**config.mk**
```make
export PLATFORM = sky130hd
export DESIGN_NAME = seq_multiplier
export DESIGN_NICKNAME = d
export VERILOG_FILES = /design/src/rtl/mult_pkg.sv /design/src/rtl/mult_operand_cond.sv /design/src/rtl/seq_multiplier.sv
export SDC_FILE = /design/constraint.sdc
export NUM_CORES = 1
export LEC_CHECK = 0
export CORE_ASPECT_RATIO = 1.75
export CORE_MARGIN = 3
export CORE_UTILIZATION = 58
export CTS_BUF_LIST = sky130_fd_sc_hd__clkbuf_16
export CTS_CLUSTER_SIZE = 20
export DETAILED_ROUTE_END_ITERATION = 7
export PLACE_DENSITY = 0.82
export SYNTH_ARGS = -nofsm -noshare
export SYNTH_HDL_FRONTEND = slang
export SYNTH_HIERARCHICAL = 1
export SYNTH_SLANG_ARGS = --single-unit
```
**constraint.sdc**
```tcl
create_clock -name clk -period 8.7 [get_ports clk]
set_input_delay 1.74 -clock clk [delete_from_list [all_inputs] [get_ports clk]]
set_output_delay 1.74 -clock clk [all_outputs]
set_load 0.01 [all_outputs]
```
**src/rtl/mult_pkg.sv**
```systemverilog
// Shared types and helpers for the sequential shift-add multiplier.
package mult_pkg;

  localparam int DEFAULT_WIDTH = 32;

  typedef enum logic [1:0] {
    IDLE   = 2'd0,
    CALC   = 2'd1,
    FINISH = 2'd2,
    DONE   = 2'd3
  } state_e;

  // Counter must be able to hold the value WIDTH itself.
  function automatic int cnt_width(input int width);
    return $clog2(width + 1);
  endfunction

endpackage

```
**src/rtl/mult_operand_cond.sv**
```systemverilog
// Converts one operand to an unsigned magnitude plus sign bit.
module mult_operand_cond #(
  parameter int WIDTH = 32
) (
  input  logic [WIDTH-1:0] operand_i,
  input  logic             signed_mode_i,
  output logic [WIDTH-1:0] magnitude_o,
  output logic             sign_o
);

  // The most-negative value negates to itself, which is the correct magnitude
  // when read as unsigned.
  assign sign_o      = signed_mode_i & operand_i[WIDTH-1];
  assign magnitude_o = sign_o ? (~operand_i + WIDTH'(1)) : operand_i;

endmodule

```
**src/rtl/seq_multiplier.sv**
```systemverilog
// Sequential shift-add multiplier, fixed WIDTH+1 cycle latency, signed/unsigned per op.
module seq_multiplier
  import mult_pkg::*;
#(
  parameter int WIDTH = DEFAULT_WIDTH
) (
  input  logic               clk,
  input  logic               reset,
  input  logic               start,
  input  logic               signed_mode,
  input  logic [WIDTH-1:0]   data_a,
  input  logic [WIDTH-1:0]   data_b,
  output logic               busy,
  output logic               done,
  output logic [2*WIDTH-1:0] result,
  output state_e             dbg_state
);

  localparam int             CNT_W    = cnt_width(WIDTH);
  localparam int             PW       = 2 * WIDTH;
  localparam logic [CNT_W-1:0] CNT_LAST = CNT_W'(WIDTH);

  // Handshake: a request is taken when start=1 at a rising edge while the
  // unit is in IDLE or DONE; busy is high from that edge until the edge that
  // raises done, and done is high for exactly the one cycle after it.

  state_e           state_q, state_d;
  logic [PW-1:0]    acc_q, acc_d;
  logic [WIDTH-1:0] mcand_q, mcand_d;
  logic [WIDTH-1:0] mplier_q, mplier_d;
  logic [CNT_W-1:0] cnt_q, cnt_d;
  logic             neg_q, neg_d;
  logic [PW-1:0]    result_q, result_d;
  logic             done_q, done_d;

  logic [WIDTH-1:0] mag_a, mag_b;
  logic             sign_a, sign_b;
  logic [WIDTH:0]   upper_sum;
  logic [PW-1:0]    acc_step;

  mult_operand_cond #(.WIDTH(WIDTH)) u_cond_a (
    .operand_i     (data_a),
    .signed_mode_i (signed_mode),
    .magnitude_o   (mag_a),
    .sign_o        (sign_a)
  );

  mult_operand_cond #(.WIDTH(WIDTH)) u_cond_b (
    .operand_i     (data_b),
    .signed_mode_i (signed_mode),
    .magnitude_o   (mag_b),
    .sign_o        (sign_b)
  );

  // The carry out of the upper-half add becomes the new MSB after the shift.
  assign upper_sum = {1'b0, acc_q[PW-1:WIDTH]}
                   + {1'b0, (mplier_q[0] ? mcand_q : {WIDTH{1'b0}})};
  assign acc_step  = {upper_sum, acc_q[WIDTH-1:1]};

  always_ff @(posedge clk or posedge reset) begin
    if (reset) begin
      state_q  <= IDLE;
      acc_q    <= '0;
      mcand_q  <= '0;
      mplier_q <= '0;
      cnt_q    <= '0;
      neg_q    <= 1'b0;
      result_q <= '0;
      done_q   <= 1'b0;
    end else begin
      state_q  <= state_d;
      acc_q    <= acc_d;
      mcand_q  <= mcand_d;
      mplier_q <= mplier_d;
      cnt_q    <= cnt_d;
      neg_q    <= neg_d;
      result_q <= result_d;
      done_q   <= done_d;
    end
  end

  always_comb begin
    state_d  = state_q;
    acc_d    = acc_q;
    mcand_d  = mcand_q;
    mplier_d = mplier_q;
    cnt_d    = cnt_q;
    neg_d    = neg_q;
    result_d = result_q;
    done_d   = 1'b0;

    case (state_q)
      IDLE, DONE: begin
        if (start) begin
          state_d  = CALC;
          mcand_d  = mag_a;
          mplier_d = mag_b;
          neg_d    = sign_a ^ sign_b;
          acc_d    = '0;
          cnt_d    = '0;
        end
      end
      CALC: begin
        acc_d    = acc_step;
        mplier_d = {1'b0, mplier_q[WIDTH-1:1]};
        cnt_d    = cnt_q + CNT_W'(1);
        if (cnt_d == CNT_LAST) state_d = FINISH;
      end
      FINISH: begin
        // Negating a zero accumulator yields zero, so no -0 case exists.
        result_d = neg_q ? (~acc_q + PW'(1)) : acc_q;
        done_d   = 1'b1;
        state_d  = DONE;
      end
      default: state_d = IDLE;
    endcase
  end

  assign busy      = (state_q == CALC) || (state_q == FINISH);
  assign done      = done_q;
  assign result    = result_q;
  assign dbg_state = state_q;

endmodule
```
* After elaboration in Yosys (flattened, before gate mapping)
Index checks and enable logic that the tools add are counted.
** Word-level totals
- Memories :: 0
- Bits in read-only memories :: 0
- Word-level logic and storage cells :: 46
- Latch bits :: 0
- Input port bits :: 68
- Register bits after elaboration :: 202
- Bits in writable memories :: 0
** Operators by class
- Div/mod/pow operators :: 0
- Bitwise gates (word level) :: 6
- $mul :: 0
- Add/sub/neg operators :: 5
- Magnitude comparators :: 0
- Reductions and logical operators :: 7
- Multiplexer cells :: 14
- Shift operators :: 0
- Eq/ne operators :: 6
** Operators with widths (number)
- $mux 32 :: 4
- $mux 64 :: 2
- $pmux 64 s2 :: 1
- $add 32x1->32 const B :: 2
- $add 64x1->64 const B :: 1
- $not 32->32 :: 2
- $not 64->64 :: 1
- $pmux 32 s2 :: 1
- $add 32x32->33 :: 1
- $pmux 6 s2 :: 1
- $add 6x1->6 const B :: 1
- $eq 6x6->1 const B :: 1
- $mux 6 :: 1
- $pmux 2 s3 :: 1
- $reduce_and 2->1 :: 3
- $eq 2x2->1 const B :: 2
- $mux 2 :: 2
- $ne 2x2->1 const B :: 2
- $and 1x1->1 :: 2
- $eq 2x1->1 const B :: 1
- $logic_not 2->1 :: 1
- $reduce_bool 2->1 :: 1
- $reduce_or 2->1 :: 1
- $logic_or 1x1->1 :: 1
- other kinds (2) :: 2

* Longest topological paths before layout
Gate-level depths: netlist (run 1).
- Depth in word-level cells :: 5
- Gate-level depth with buffers :: 13

* Hierarchy
The synthesis (run 1) kept the hierarchy.
** By module, submodules not included
- seq_multiplier :: instances 1, area each 10924.2 µm², cells each 1129
- mult_operand_cond :: instances 2, area each 706.9 µm², cells each 106

* Worst setup path before layout (run 1)
Ideal clock, no wire load.
- Path type :: input to register
- From :: in data_a[1]
- To :: reg mcand_q[30]
- Required time :: 8.575 ns
- Path buffers :: 0
- Cell stages on the path :: 7
- Path slack :: 5.157 ns
- Arrival :: 3.418 ns
- Library setup time :: 0.125 ns
- Cell sequence :: inv_1 -> ha_1 -> or3b_2 -> nor4_4 -> a31oi_1 -> xor2_1 -> mux2_2
** Between the ends
- Cells in the longest elaborated chain, start to end :: 3
** RTL lines
- from (decl) :: RTL line seq_multiplier.sv:11 : input logic [WIDTH-1:0] data_a,
- $not 32->32 :: RTL line mult_operand_cond.sv:14 : assign magnitude_o = sign_o ? (~operand_i + WIDTH'(1)) : operand_i;
- $add 32x1->32 :: RTL line mult_operand_cond.sv:14
- $mux 32 :: RTL line mult_operand_cond.sv:14
- via mag_a[30] :: RTL line seq_multiplier.sv:36 : logic [WIDTH-1:0] mag_a, mag_b;
- to (signal assigned) :: RTL line seq_multiplier.sv:73 : mcand_q <= mcand_d;
- to (decl) :: RTL line seq_multiplier.sv:29 : logic [WIDTH-1:0] mcand_q, mcand_d;
The timed path passes the listed nets, and every way through them passes these cells.
A chain may end at the register's enable or synchronous reset.

* Worst setup path after layout (run 1)
- From :: reg mplier_q[0]
- To :: reg acc_q[61]
** Between the ends
- Cells in the longest elaborated chain, start to end :: 3
** RTL lines
- from (decl) :: RTL line seq_multiplier.sv:30 : logic [WIDTH-1:0] mplier_q, mplier_d;
- from (signal assigned) :: RTL line seq_multiplier.sv:74 : mplier_q <= mplier_d;
- $mux 32 :: RTL line seq_multiplier.sv:57 : + {1'b0, (mplier_q[0] ? mcand_q : {WIDTH{1'b0}})};
- $add 32x32->33 :: RTL line seq_multiplier.sv:57
- $pmux 64 s2 :: RTL line seq_multiplier.sv:92 : case (state_q)
- to (signal assigned) :: RTL line seq_multiplier.sv:63 : acc_q <= '0;
- to (signal assigned) :: RTL line seq_multiplier.sv:72 : acc_q <= acc_d;
- to (decl) :: RTL line seq_multiplier.sv:28 : logic [PW-1:0] acc_q, acc_d;
Every way passes these cells.

==> results of run 1 <==
layer usage:
| metal | wire length, um | GRT usage |
|---|---|---|
| met1 | 10850 | 0.2793 |
| met2 | 16040 | 0.4718 |
| met5 | 0 | 0 |
| met4 | 1141 | 0.1045 |
| met3 | 987 | 0.02405 |
cell families (layout without fill, tap and decap cells):
logic type               count (synthesis)  in the layout  share of synthesized area
AO/OA/AOI/OAI                          367            367                     0.1809
XOR/XNOR                               145            145                     0.1029
adder cells (fa/ha/maj)                 40             40                    0.04117
buffers and inverters                  111            213                    0.03955
flip-flops                             202            202                     0.4097
multiplexers                            65             65                    0.05608
AND/OR/NAND/NOR                        411            411                     0.1697
cells in the final DEF (no fill, tap or decap), types with 11 or more instances in the layout:
cell / count
sky130_fd_sc_hd__clkbuf_16: 19
sky130_fd_sc_hd__xnor2_1: 35
sky130_fd_sc_hd__nor3_1: 17
sky130_fd_sc_hd__ha_1: 37
sky130_fd_sc_hd__nand2_1: 122
sky130_fd_sc_hd__a21oi_1: 124
sky130_fd_sc_hd__a31oi_1: 22
sky130_fd_sc_hd__and2_1: 35
sky130_fd_sc_hd__or4_1: 22
sky130_fd_sc_hd__xor2_1: 110
sky130_fd_sc_hd__mux2i_1: 32
sky130_fd_sc_hd__inv_1: 38
sky130_fd_sc_hd__a22o_1: 31
sky130_fd_sc_hd__a21o_1: 11
sky130_fd_sc_hd__clkdlybuf4s50_1: 135
sky130_fd_sc_hd__o31ai_1: 25
sky130_fd_sc_hd__dfrtp_1: 202
sky130_fd_sc_hd__nor2_1: 119
sky130_fd_sc_hd__o21ai_0: 106
sky130_fd_sc_hd__o41ai_1: 13
sky130_fd_sc_hd__nand4_1: 15
sky130_fd_sc_hd__mux2_2: 33
power breakdown:
part	switching [uW]	internal [uW]	total [uW]
logic	1330	1040	2370
registers	278	1320	1600
clock network	356	489	844
total	1970	2850	4810
state kept, by name, summed over array words and instances (netlist names):
name,cells
acc_q,64
cnt_q,6
dbg_state,2
done,1
mcand_q,32
mplier_q,32
neg_q,1
result,64
final timing paths:
check / from / to / slack (ns)
setup / recovery: mplier_q[0]$_DFFE_PP0P_ / acc_q[61]$_DFFE_PP0P_ / 4.41
hold / removal: mplier_q[4]$_DFFE_PP0P_ / mplier_q[4]$_DFFE_PP0P_ / 0.48
setup reg to reg: mplier_q[0]$_DFFE_PP0P_ / acc_q[61]$_DFFE_PP0P_ / 4.41
hold reg to reg: mplier_q[4]$_DFFE_PP0P_ / mplier_q[4]$_DFFE_PP0P_ / 0.48
max in group asynchronous: reset / mplier_q[24]$_DFFE_PP0P_ / 5.45
min in group asynchronous: reset / acc_q[3]$_DFFE_PP0P_ / 1.81
metrics by stage:
stage	util	setup WS, ns	hold WS, ns	total power, uW	cells
after global routing	0.6867	4.084	0.5075	5169	1695
final	0.6867	4.405	0.4846	4812	1695
after CTS	0.6867	4.402	0.4851	4832	1695
after global placement	0.6568	4.002	0.4623	3886	1662
after floorplan	-	1.449	0.4496	3179	1341
after detailed placement	0.6568	3.935	0.4706	3974	1662
worst min-delay path, cell delays in order (launching register included):
cell and delay (ns):
sky130_fd_sc_hd__dfrtp_1 0.35, sky130_fd_sc_hd__nand2_1 0.05, sky130_fd_sc_hd__o21ai_0 0.06
final cells by class:
| type | count | area, um2 |
|---|---|---|
| Inverter | 37 | 146.4 |
| Tap cell | 252 | 315.3 |
| Sequential cell | 202 | 5055 |
| Fill cell | 1671 | 6559 |
| Clock buffer | 19 | 475.5 |
| Timing Repair Buffer | 143 | 1411 |
| Clock inverter | 14 | 148.9 |
| Multi-Input combinational cell | 1028 | 6822 |
==> run metrics, run 1 <==
post-layout net count 1,539; headroom to the max-slew limit 0.3360; static leakage power between 0.006 and 0.007 uW; total track usage 0.2499; biggest cell delay along the critical path 0.79 ns; post-synthesis instance area ~12,000 um2; Longest Clk Path Bufs 3; global-route wire length before repair 47,300 um; Worst setup EP type register; fin area between 10,000 and 15,000 um2; # rows 70; post-detailed-route count of antenna-violating nets 0; leading cell type by number of instances after synthesis sky130_fd_sc_hd__dfrtp_1; via count of the first global-routing pass 10,040; Sum Neg Setup Slack 0 ns; leading area contributor after synthesis sky130_fd_sc_hd__dfrtp_1; TritonCTS Sinks 202; clock-pin slew on the worst setup and hold paths 0.07 ns; count of buffers inserted at the top-level ports 135; Setup Fix Bufs, Post-CTS 0; critical path data required time 9.09 ns; area share of the leading cell type in the synthesized netlist 0.4097; Initial Utilization 0.5894; vias per cell ~6.0; top post-synthesis cells by count sky130_fd_sc_hd__dfrtp_1, sky130_fd_sc_hd__a21oi_1, sky130_fd_sc_hd__nand2_1; register area share after synthesis 0.4097; number of antenna violations at the first check in global routing 0; WL per Instance 17.12 um; height of the die 198.9 um; yosys synthesis warning count 6; unrepaired setup endpoints after global routing false; area grow syn2layout 16.50%; total iterations of the first detailed-routing run 6; reported max-cap violation count 0; Worst Hold Class register to register; signal arrival time at the worst endpoint between 4 and 5 ns; Reg2Reg Depth 12; Min Clock Period, post-route 4.295 ns; number of endpoints failing setup at the final stage 0; Hold Violations, Final 0; Cell Chain, Critical Path and2_1 > ha_1 > inv_1 > fa_1 > nor2b_1 > o2111ai_1 > a21oi_1 > o2111ai_1 > a2111oi_0 > o31a_1 > o21ai_0 > a32o_1; cell type group with the largest total delay on the critical path compound AO/OA/AOI/OAI gates; HPWL Detailed 21,690 um; Power per Cell Area about 330 nW/um2; Area after DPL 13,750 um2; gr ovfl total 0; post-route clock period utilization 0.4937; final wirelength between 20,000 and 30,000 um; classification of the worst setup path register to register; H-tree depth 1; sum of buffers and inverters on the critical path 1; peak clock frequency supported by timing roughly 230 MHz; via total after detailed routing a little over 10,000; Placer Congestion 0.8788; post-route DRC violation count 0; CTS resizes 0; Post-synth top flop sky130_fd_sc_hd__dfrtp_1; sort of element at the start of the critical path register; post-route clock skew about 0.014 ns; number of synthesized register bits 202; fraction of final layout cells sized beyond drive strength 1 0.06861; maximum vdd ir drop 349.9 uV; number of antenna repair diodes 0; clk_lat worst skew 0.50 ns; Post-Syn Nets 1,449; Post-Syn Instances 1,341; Crit. path cell count 12; outcome complete, no violations; number of top-level design ports 136; crit-path most repeated cell sky130_fd_sc_hd__o2111ai_1; mean post-synth cell area approximately 9.2 um2; share of flip-flops with an asynchronous set or reset 1.000; total core area 20,930 um2; transition at the pin with the smallest max-transition slack 0.9936 ns; violation count after the first detailed-route iteration roughly 580; Max stage delay cell, worst path sky130_fd_sc_hd__dfrtp_1; root buffer cell sky130_fd_sc_hd__clkbuf_16; number of pins with negative max-slew slack in the final report 0; top cells by area in the synthesized netlist sky130_fd_sc_hd__dfrtp_1, sky130_fd_sc_hd__xor2_1, sky130_fd_sc_hd__a21oi_1; maximum fanout count along the critical path 33; TritonCTS clock tree yes; Post-CTS Hold Buffers 0; Chip Width 116.3 um; pin count of the biggest net entering global routing around 130; depth of the worst hold-timing path 2; number of buffers added by the clock tree synthesis step 19; Post-synth EDFFs 0; Cell variety after synth 64; Die Footprint 23,130 um2
(Power assumes the default switching activity.)
==> run 2, diff against run 1 <==
Settings changed: CORE_UTILIZATION 58 to 52, PLACE_DENSITY 0.82 to 0.77.
Clock period 8.7 ns to 3.51 ns, I/O delays scaled along.
==> run metrics, run 2 (same netlist as run 1, synthesis figures left out) <==
height of the die 209.8 um; clock-pin slew on the worst setup and hold paths approximately 0.060 ns; Area after DPL 14,260 um2; hold-critical path endpoint mplier_q[13]$_DFFE_PP0P_; Sum Neg Setup Slack 0 ns; number of buffers added by the clock tree synthesis step 20; peak clock frequency supported by timing 297.7 MHz; Min Clock Period, post-route 3.359 ns; Cell Chain, Critical Path or4_1 > or3_1 > or4b_1 > or3_4 > or3_4 > o31ai_2 > xor2_1 > a21oi_1; number of endpoints failing setup at the final stage 0; pin count of the biggest net entering global routing 82; gr ovfl total 0; Reg2Reg Depth 8; signal arrival time at the worst endpoint 3.74 ns; Setup Fix Bufs, Post-CTS 0; number of antenna repair diodes 0; static leakage power ~0.0066 uW; depth of the worst hold-timing path 2; Hold Crit Start mplier_q[13]$_DFFE_PP0P_; post-route DRC violation count 0; clk_lat worst skew slightly above 0.5 ns; Reg2Reg Capture Point result[60]$_DFFE_PP0P_; fin cells 1,797; biggest cell delay along the critical path about 0.6 ns; via total after detailed routing 10,330; count of buffers inserted at the top-level ports 135; critical path data required time 3.89 ns; post-detailed-route count of antenna-violating nets 0; global-route wire length before repair 48,650 um; outcome complete, no violations; fraction of final layout cells sized beyond drive strength 1 0.1038; Power per Cell Area slightly above 800 nW/um2; maximum fanout count along the critical path 6; Max stage delay cell, worst path sky130_fd_sc_hd__or4_1; number of antenna violations at the first check in global routing 0; transition at the pin with the smallest max-transition slack between 0.6 and 0.7 ns; violation count after the first detailed-route iteration 599; headroom to the max-slew limit 0.5496; post-layout net count 1,591; Die Footprint 25,680 um2; Initial Utilization 0.5288; total iterations of the first detailed-routing run 6; Placer Congestion between 0.8 and 0.9; H-tree depth 1; total core area about 23,000 um2; TritonCTS Sinks 202; Cell Count Post-Placement roughly 1,800; final wirelength between 20,000 and 30,000 um; HPWL Detailed 22,570 um; highest-count cells in the layout ignoring fill and taps sky130_fd_sc_hd__dfrtp_1, sky130_fd_sc_hd__clkdlybuf4s50_1, sky130_fd_sc_hd__a21oi_1; WL per Instance 16.54 um; most common cell after layout, fill and taps aside sky130_fd_sc_hd__dfrtp_1; area grow syn2layout 20.50%; post-route clock period utilization 0.9570; Worst setup EP type register; reg-to-reg setup timing slack about 0.15 ns; sort of element at the start of the critical path register; # rows 74; via count of the first global-routing pass 10,330; Hold Violations, Final 0; utilization after layout 0.6372; final total power 12,170 uW; post-route clock skew 0.01062 ns; TritonCTS clock tree yes; Longest Clk Path Bufs 3; total track usage 0.2307; reported max-cap violation count 0; crit-path most repeated cell sky130_fd_sc_hd__or3_4; number of top-level design ports 136; root buffer cell sky130_fd_sc_hd__clkbuf_16; Post-CTS Hold Buffers 0; Worst Hold Class register to register; filler instances between 1,500 and 2,000; classification of the worst setup path register to register; worst reg2reg startpoint acc_q[12]$_DFFE_PP0P_; number of pins with negative max-slew slack in the final report 0; fin area 14,870 um2; Chip Width 122.4 um; maximum vdd ir drop 645.0 uV; vias per cell 5.746
run 2: worst max-delay path by stage:
stage	startpoint	to	slack [ns]	cells after the start
2_1_floorplan	reset	acc_q[0]$_DFFE_PP0P_	0.19	1
3_3_place_gp	acc_q[3]$_DFFE_PP0P_	result[63]$_DFFE_PP0P_	-0.08	9
3_5_place_dp	acc_q[3]$_DFFE_PP0P_	result[63]$_DFFE_PP0P_	-0.07	9
4_1_cts	mplier_q[0]$_DFFE_PP0P_	acc_q[61]$_DFFE_PP0P_	0.003	13
5_1_grt	acc_q[49]$_DFFE_PP0P_	result[61]$_DFFE_PP0P_	-0.01	8
6_report	acc_q[12]$_DFFE_PP0P_	result[60]$_DFFE_PP0P_	0.15	8
run 2: layout make-up:
class	count	area, um2	share of cell area
inverter	37	142.6	0.009594
clock buffer	21	525.5	0.03534
timing repair buffer	194	1857	0.1249
sequential	202	5056	0.3401
tap	304	380.4	0.02558
clock inverter	11	60.06	0.004039
multi-input combinational	1028	6847	0.4605
run 2: worst max-delay path, delay by kind of cell, from the launching register on:
family           cells  cell delay [ns]
AND/OR/NAND/NOR      5             2.31
flip-flops           1             0.44
AO/OA/AOI/OAI        2             0.32
XOR/XNOR             1             0.16
run 2: metal layers:
| layer | up-vias | share of wire | wire length (um) | track usage |
|---|---|---|---|---|
| li1 | 5069 | - | - | - |
| met1 | 4918 | 0.38 | 11340 | 0.2564 |
| met2 | 259 | 0.54 | 16070 | 0.4324 |
| met3 | 79 | 0.035 | 1036 | 0.02319 |
| met4 | 0 | 0.043 | 1284 | 0.1063 |
| met5 | - | 0 | 0 | 0 |
run 2: through the flow:
step                      hold WS, ns  worst slack, ns
final                          0.4812           0.1509
after global routing           0.5074        -0.009949
after CTS                      0.4848         0.002805
after detailed placement       0.4710         -0.06752
after global placement         0.4637         -0.07972
after floorplan                0.4496           0.1917
run 2: report_power, final:
| part | leakage (uW) | total, uW | internal (uW) | switching, uW |
|---|---|---|---|---|
| Clock | 0.000292 | 1980 | 1080 | 899 |
| Combinational | 0.00376 | 6260 | 2850 | 3410 |
| Sequential | 0.00253 | 3930 | 3270 | 658 |
| Total | 0.00658 | 12200 | 7200 | 4970 |
run 2: timing repair:
action | in CTS | in global routing
resized for setup | 2 | 5
cloned | 0 | 0
setup endpoints to repair | 4 | 5
